**config.mk**
```make
export PLATFORM = sky130hd
export DESIGN_NAME = mlp_vector_sequencer_flat
export DESIGN_NICKNAME = d
export VERILOG_FILES = /design/src/rtl/mlp_vector_sequencer_if.sv /design/src/rtl/mlp_vector_sequencer.sv /design/src/flat_wrapper.sv
export SDC_FILE = /design/constraint.sdc
export NUM_CORES = 1
export LEC_CHECK = 0
export CORE_ASPECT_RATIO = 1.75
export CORE_UTILIZATION = 50
export CTS_BUF_LIST = sky130_fd_sc_hd__clkbuf_8
export DETAILED_ROUTE_END_ITERATION = 10
export PLACE_DENSITY = 0.74
export SYNTH_ARGS = -nofsm -noshare
export SYNTH_HDL_FRONTEND = slang
export SYNTH_SLANG_ARGS = --single-unit
```
**constraint.sdc**
```tcl
create_clock -name clk -period 2.4 [get_ports clk]
set_input_delay 0.48 -clock clk [delete_from_list [all_inputs] [get_ports clk]]
set_output_delay 0.48 -clock clk [all_outputs]
set_load 0.005 [all_outputs]
```
**src/rtl/mlp_vector_sequencer_if.sv**
```systemverilog
// Feature-in / result-out handshake bundle for the MLP sequencer.
// master drives features and takes results; slave is the sequencer.
interface mlp_vector_sequencer_if #(
  parameter int WIDTH_A  = 4,
  parameter int OUTWIDTH = 2
);
  logic                in_valid;
  logic                in_ready;
  logic [WIDTH_A-1:0]  in_data;
  logic                res_valid;
  logic                res_ready;
  logic [OUTWIDTH-1:0] res_data;

  modport master (
    output in_valid,
    output in_data,
    input  in_ready,
    input  res_valid,
    input  res_data,
    output res_ready
  );

  modport slave (
    input  in_valid,
    input  in_data,
    output in_ready,
    output res_valid,
    output res_data,
    input  res_ready
  );
endinterface

```
**src/rtl/mlp_vector_sequencer.sv**
```systemverilog
// Streams features into a vector for a combinational MLP, waits for it
// to settle, then presents the captured class on a result handshake.
module mlp_vector_sequencer #(
  parameter int NUM_A         = 8,
  parameter int WIDTH_A       = 4,
  parameter int OUTWIDTH      = 2,
  parameter int SETTLE_CYCLES = 4
) (
  input  logic                     clk,
  input  logic                     rst,
  mlp_vector_sequencer_if.slave    bus,
  output logic [NUM_A*WIDTH_A-1:0] inp,
  input  logic [OUTWIDTH-1:0]      out,
  output logic [15:0]              vec_count,
  output logic                     busy
);

  localparam int VW = NUM_A * WIDTH_A;
  localparam int IW = (NUM_A > 1) ? $clog2(NUM_A) : 1;

  typedef enum logic [1:0] {
    LOAD,
    SETTLE,
    RESULT
  } state_t;

  state_t              state, state_n;
  logic [IW-1:0]       idx, idx_n;
  logic [VW-1:0]       shadow, shadow_n;
  logic [VW-1:0]       inp_q, inp_n;
  logic [7:0]          cnt, cnt_n;
  logic                rv, rv_n;
  logic [OUTWIDTH-1:0] rd, rd_n;
  logic [15:0]         vcnt, vcnt_n;
  logic                rdy;

  always_ff @(posedge clk) begin
    if (rst) begin
      state  <= LOAD;
      idx    <= '0;
      shadow <= '0;
      inp_q  <= '0;
      cnt    <= '0;
      rv     <= 1'b0;
      rd     <= '0;
      vcnt   <= '0;
    end else begin
      state  <= state_n;
      idx    <= idx_n;
      shadow <= shadow_n;
      inp_q  <= inp_n;
      cnt    <= cnt_n;
      rv     <= rv_n;
      rd     <= rd_n;
      vcnt   <= vcnt_n;
    end
  end

  always_comb begin
    state_n  = state;
    idx_n    = idx;
    shadow_n = shadow;
    inp_n    = inp_q;
    cnt_n    = cnt;
    rv_n     = rv;
    rd_n     = rd;
    vcnt_n   = vcnt;
    rdy      = 1'b0;
    unique case (state)
      LOAD: begin
        rdy = 1'b1;
        if (bus.in_valid) begin
          shadow_n[int'(idx)*WIDTH_A +: WIDTH_A] = bus.in_data;
          if (idx == IW'(NUM_A - 1)) begin
            // commit includes the feature landing this very edge
            inp_n   = shadow_n;
            idx_n   = '0;
            cnt_n   = 8'(SETTLE_CYCLES - 1);
            state_n = SETTLE;
          end else begin
            idx_n = idx + IW'(1);
          end
        end
      end
      SETTLE: begin
        if (cnt == 8'd0) begin
          rd_n    = out;
          rv_n    = 1'b1;
          state_n = RESULT;
        end else begin
          cnt_n = cnt - 8'd1;
        end
      end
      RESULT: begin
        if (bus.res_ready) begin
          rv_n    = 1'b0;
          vcnt_n  = vcnt + 16'd1;
          state_n = LOAD;
        end
      end
      default: state_n = LOAD;
    endcase
  end

  assign bus.in_ready  = rdy;
  assign bus.res_valid = rv;
  assign bus.res_data  = rd;
  assign inp           = inp_q;
  assign vec_count     = vcnt;
  assign busy          = (state != LOAD);

endmodule
```
**src/flat_wrapper.sv**
```systemverilog
// flat-port wrapper written by rule: the top's interface ports become plain ports
module mlp_vector_sequencer_flat 
#(
  parameter int NUM_A         = 8,
  parameter int WIDTH_A       = 4,
  parameter int OUTWIDTH      = 2,
  parameter int SETTLE_CYCLES = 4
)
  (clk, rst, inp, out, vec_count, busy, bus_in_valid, bus_in_data, bus_in_ready, bus_res_valid, bus_res_data, bus_res_ready);
  mlp_vector_sequencer_if #(.WIDTH_A(WIDTH_A), .OUTWIDTH(OUTWIDTH)) bus_i ();
  input  logic clk;
  input  logic rst;
  output logic [NUM_A*WIDTH_A-1:0] inp;
  input  logic [OUTWIDTH-1:0] out;
  output logic [15:0] vec_count;
  output logic busy;
  input wire logic [$bits(bus_i.in_valid)-1:0] bus_in_valid;
  input wire logic [$bits(bus_i.in_data)-1:0] bus_in_data;
  output wire logic [$bits(bus_i.in_ready)-1:0] bus_in_ready;
  output wire logic [$bits(bus_i.res_valid)-1:0] bus_res_valid;
  output wire logic [$bits(bus_i.res_data)-1:0] bus_res_data;
  input wire logic [$bits(bus_i.res_ready)-1:0] bus_res_ready;
  assign bus_i.in_valid = bus_in_valid;
  assign bus_i.in_data = bus_in_data;
  assign bus_in_ready = bus_i.in_ready;
  assign bus_res_valid = bus_i.res_valid;
  assign bus_res_data = bus_i.res_data;
  assign bus_i.res_ready = bus_res_ready;
  mlp_vector_sequencer #(.NUM_A(NUM_A), .WIDTH_A(WIDTH_A), .OUTWIDTH(OUTWIDTH), .SETTLE_CYCLES(SETTLE_CYCLES)) u_core (.clk(clk), .rst(rst), .bus(bus_i), .inp(inp), .out(out), .vec_count(vec_count), .busy(busy));
endmodule
```
==> metrics list <==
- Number of violations reported at the end of detailed-routing iteration 0: 195
* Buffers and inverters on the worst path: 1
* Final cell area excluding filler cells: 0.005206 mm^2
- Detail Placement HPWL: 6.794 mm
- Measured along the y axis, the die boundary spans roughly 130 um.
- Buffer levels on the longest clock path: 2
- Remaining global-route overflow: 0
- Measured along the x axis, the die boundary spans 72.43 um.
* Total negative slack for setup checks: 0 ns
- Fraction of final layout cells with drive strength greater than 1: 7.735%
- The root buffer cell chosen for the clock tree is clkbuf_8.
- First-pass iteration count of the detailed router: 4
- Final worst clock skew: 0.006486 ns
- The number of pins with negative max-slew slack in the final report was 0.
- Cells traversed along the worst timing path: inv_1 > ha_1 > ha_1 > nor3b_1 > and2_1 > mux2i_1 > a211oi_1
- Data arrives at the worst endpoint at 2.49 ns.
- For this block, the via count after detailed routing is around 3600.
* Worst Max-Slew Pin Slew: approximately 0.65 ns
- The region available for standard cell placement spans 0.008368 mm^2.
- Counting flops and latches in the post-synthesis netlist gives 96.
- Stage delay of the slowest cell on the critical path: 0.45 ns
* Setup Viol. Count Final: 0
- The first global-routing pass estimated 15.50 mm of wire.
- For this run, the register share of the synthesized area comes to 44.28%.
* Power consumption: 2716 uW
- Layout Utilization: 62.22%
- For this configuration, the core starts out at a cell density of 51.87%.
- Top Family by Delay on Critical Path: simple AND/OR/NAND/NOR gates
* Worst Path Required: 2.68 ns
- The number of endpoints with negative hold slack in the final report is 0.
- Ant. Diodes: 0
- Placed Instance Area: 0.005041 mm^2
- Entering global routing, the biggest net connects 46 pins.
* Total routing usage reported by global routing: between 20% and 30%
- Synthesis produced 493 cells.
- Among all flip-flop cells after synthesis, the most frequent one is dfxtp_1.
* Remaining DRCs: 0
- Min cycle time layout: 2.208 ns
- Number of distinct library cells after synthesis: 46
- Dividing the detail-routed via count by the number of cells gives 5.462.
- By instance count, the cell type seen most on the critical path is ha_1.
- Max Cap Violations: 0
* Wirelength, routed: 9.476 mm
- The area growth from synthesis to layout is 19.95%.
- # Post-CTS Setup Buffers: 0
- The critical path is of the reg -> reg type.
- The initialized floorplan defines 44 standard-cell rows.
* Fraction of synthesis flops using an asynchronous set or reset pin: 0%
- For this design the static power due to leakage is about 0.0019 uW.
* Crit path launch type: flop
- In this run, post-CTS hold repair placed 0 buffers.
- Endpoint class of the critical path: flop
- Across the VDD grid, the largest voltage drop is 0.3798 mV.
- Number of global-route vias before repair: 3443
- In this run, synthesis inferred 0 flip-flops with an integrated enable.
- Worst-path clk slew: 0.09 ns
- Insertion delay of the later-clocked pin in the worst-skew pair: 0.36 ns
- Antenna violations before repair: 0
- The mapped netlist covers 0.004340 mm^2.
* Number of buffers inserted during clock tree synthesis: 9
- Post-cts repair resize count: 0
* Synthesized area per cell: 8.804 um^2
* Maximum operating frequency: about 450 MHz
- Top-level I/O count: 63
* Worst min path class: reg -> reg
* Syn. warnings: 0
- Routed WL per cell: 14.40 um
- Setup repair after global routing left no endpoint under its margin.
- TritonCTS built the clock tree.
- Residual antenna-violating net count after detailed routing: 0
- Among all stages on the critical path, the largest delay is contributed by ha_1.
- In this run the tool buffered the top-level ports with between 60 and 70 buffer cells.
- Number of clock sinks: 96
- The die covers 0.009072 mm^2.
* Net count, final: 556
- Relative max-transition margin: 56.02%
- Final period util: a little over 90%
* H-Tree Depth: 3
- Dividing total power by cell area gives a power density of 521.6 mW/mm^2.
* Global placer's final weighted congestion: between 0.8 and 0.9
- The flow ran to the end, and the final reports show no timing, DRC or antenna violations.
- In this run the worst path has a maximum fanout of 8.
* Post-Syn Nets: just over 500
power by group:
group	total, uW	switching (uW)	internal [uW]	leakage [uW]
clock network	924	533	391	0.0000982
logic	189	119	70.7	0.000993
registers	1600	3.91	1600	0.000773
state kept, by name, indices dropped and copies added, names as in the netlist:
| register | flops |
|---|---|
| u_core.inp | 32 |
| u_core.shadow | 32 |
| u_core.vec_count | 16 |
| u_core.cnt | 8 |
| u_core.idx | 3 |
| u_core.bus.res_data | 2 |
| u_core.state | 2 |
| u_core.bus.res_valid | 1 |
cells by family after synthesis:
logic type / Yosys count / synth area share (%)
DFF: 96 / 44.28
and+or+nand+nor: 189 / 22.60
muxes: 45 / 10.38
xor gates and xnor gates: 11 / 2.220
adders and majority gates: 8 / 2.306
buffers and inverters: 50 / 5.073
AOI/OAI and AO/OA: 94 / 13.15
worst reg2reg max path, stage by stage (launching register included):
cell	delay (ns)
dfxtp_1	0.34
inv_1	0.06
ha_1	0.22
ha_1	0.45
nor3b_1	0.28
and2_1	0.41
mux2i_1	0.13
a211oi_1	0.24
worst paths after layout:
path / slack (ns) / cells after the start / endpoint / from
setup / recovery: 0.19 / 7 / u_core.inp[18] / u_core.idx[0]
hold / removal: 0.46 / 2 / u_core.shadow[22] / u_core.shadow[22]
setup reg to reg: 0.19 / 7 / u_core.inp[18] / u_core.idx[0]
hold reg to reg: 0.46 / 2 / u_core.shadow[22] / u_core.shadow[22]
placed cells by master, fill, tap and decap left out, types with 6 or more instances in the layout:
cell / count
a211oi_1: 35
a21oi_1: 40
and2_1: 9
buf_4: 12
clkbuf_8: 10
clkdlybuf4s50_1: 61
dfxtp_1: 96
ha_1: 8
inv_1: 10
mux2i_1: 45
nand2_1: 36
nand3_1: 25
nor2_1: 66
o21ai_0: 15
or3_1: 6
xnor2_1: 6
area by class of cell:
| cell class | count | area (um^2) |
|---|---|---|
| Timing Repair Buffer | 76 | 745.7 |
| Multi-Input combinational cell | 347 | 2200 |
| Fill cell | 782 | 3162 |
| Sequential cell | 96 | 1922 |
| Clock inverter | 6 | 27.53 |
| Tap cell | 115 | 143.9 |
| Inverter | 8 | 30.03 |
| Clock buffer | 10 | 137.6 |
per-stage QoR:
step / hold WS, ns / worst slack, ns / cells
after detailed placement: 0.4462 / 0.1362 / 642
after CTS: 0.4581 / 0.1989 / 658
after floorplan: 0.4357 / 0.2347 / 493
final: 0.4570 / 0.1921 / 658
after global routing: 0.4818 / 0.02980 / 658
after global placement: 0.4410 / 0.2359 / 642
metal layers:
layer / share of wire [%] / track usage, % / vias to the layer above
met5: 0 / 0 / -
met4: 2.8 / 10.38 / 0
met3: 4.4 / 4.512 / 20
met2: 55 / 39.80 / 99
met1: 38 / 22.50 / 1671
li1: - / - / 1804
synthesized netlist by cell type (2+ instances only):
library cell  instances  area share (%)
a211oi_1             35             6.1
a21oi_1              40             4.6
and2_1               10             1.4
and3_1                2            0.29
and4_1                2            0.40
and4b_1               2            0.46
buf_2                13             1.5
buf_4                 2            0.35
clkbuf_1             24             2.1
dfxtp_1              96              44
ha_1                  8             2.3
inv_1                 8            0.69
mux2i_1              45              10
nand2_1              36             3.1
nand3_1              25             2.9
nand3b_1              2            0.35
nand4_1               5            0.72
nor2_1               66             5.7
nor2b_1               3            0.43
nor3_1                5            0.58
nor3b_1               3            0.52
nor4_1                2            0.29
nor4bb_1              2            0.46
o21ai_0              15             1.7
or2_2                 5            0.72
or3_1                 6            0.86
or3b_2                2            0.40
or4_1                 2            0.35
xnor2_1               6             1.2
xor2_1                5             1.0
(Power assumes the default switching activity.)
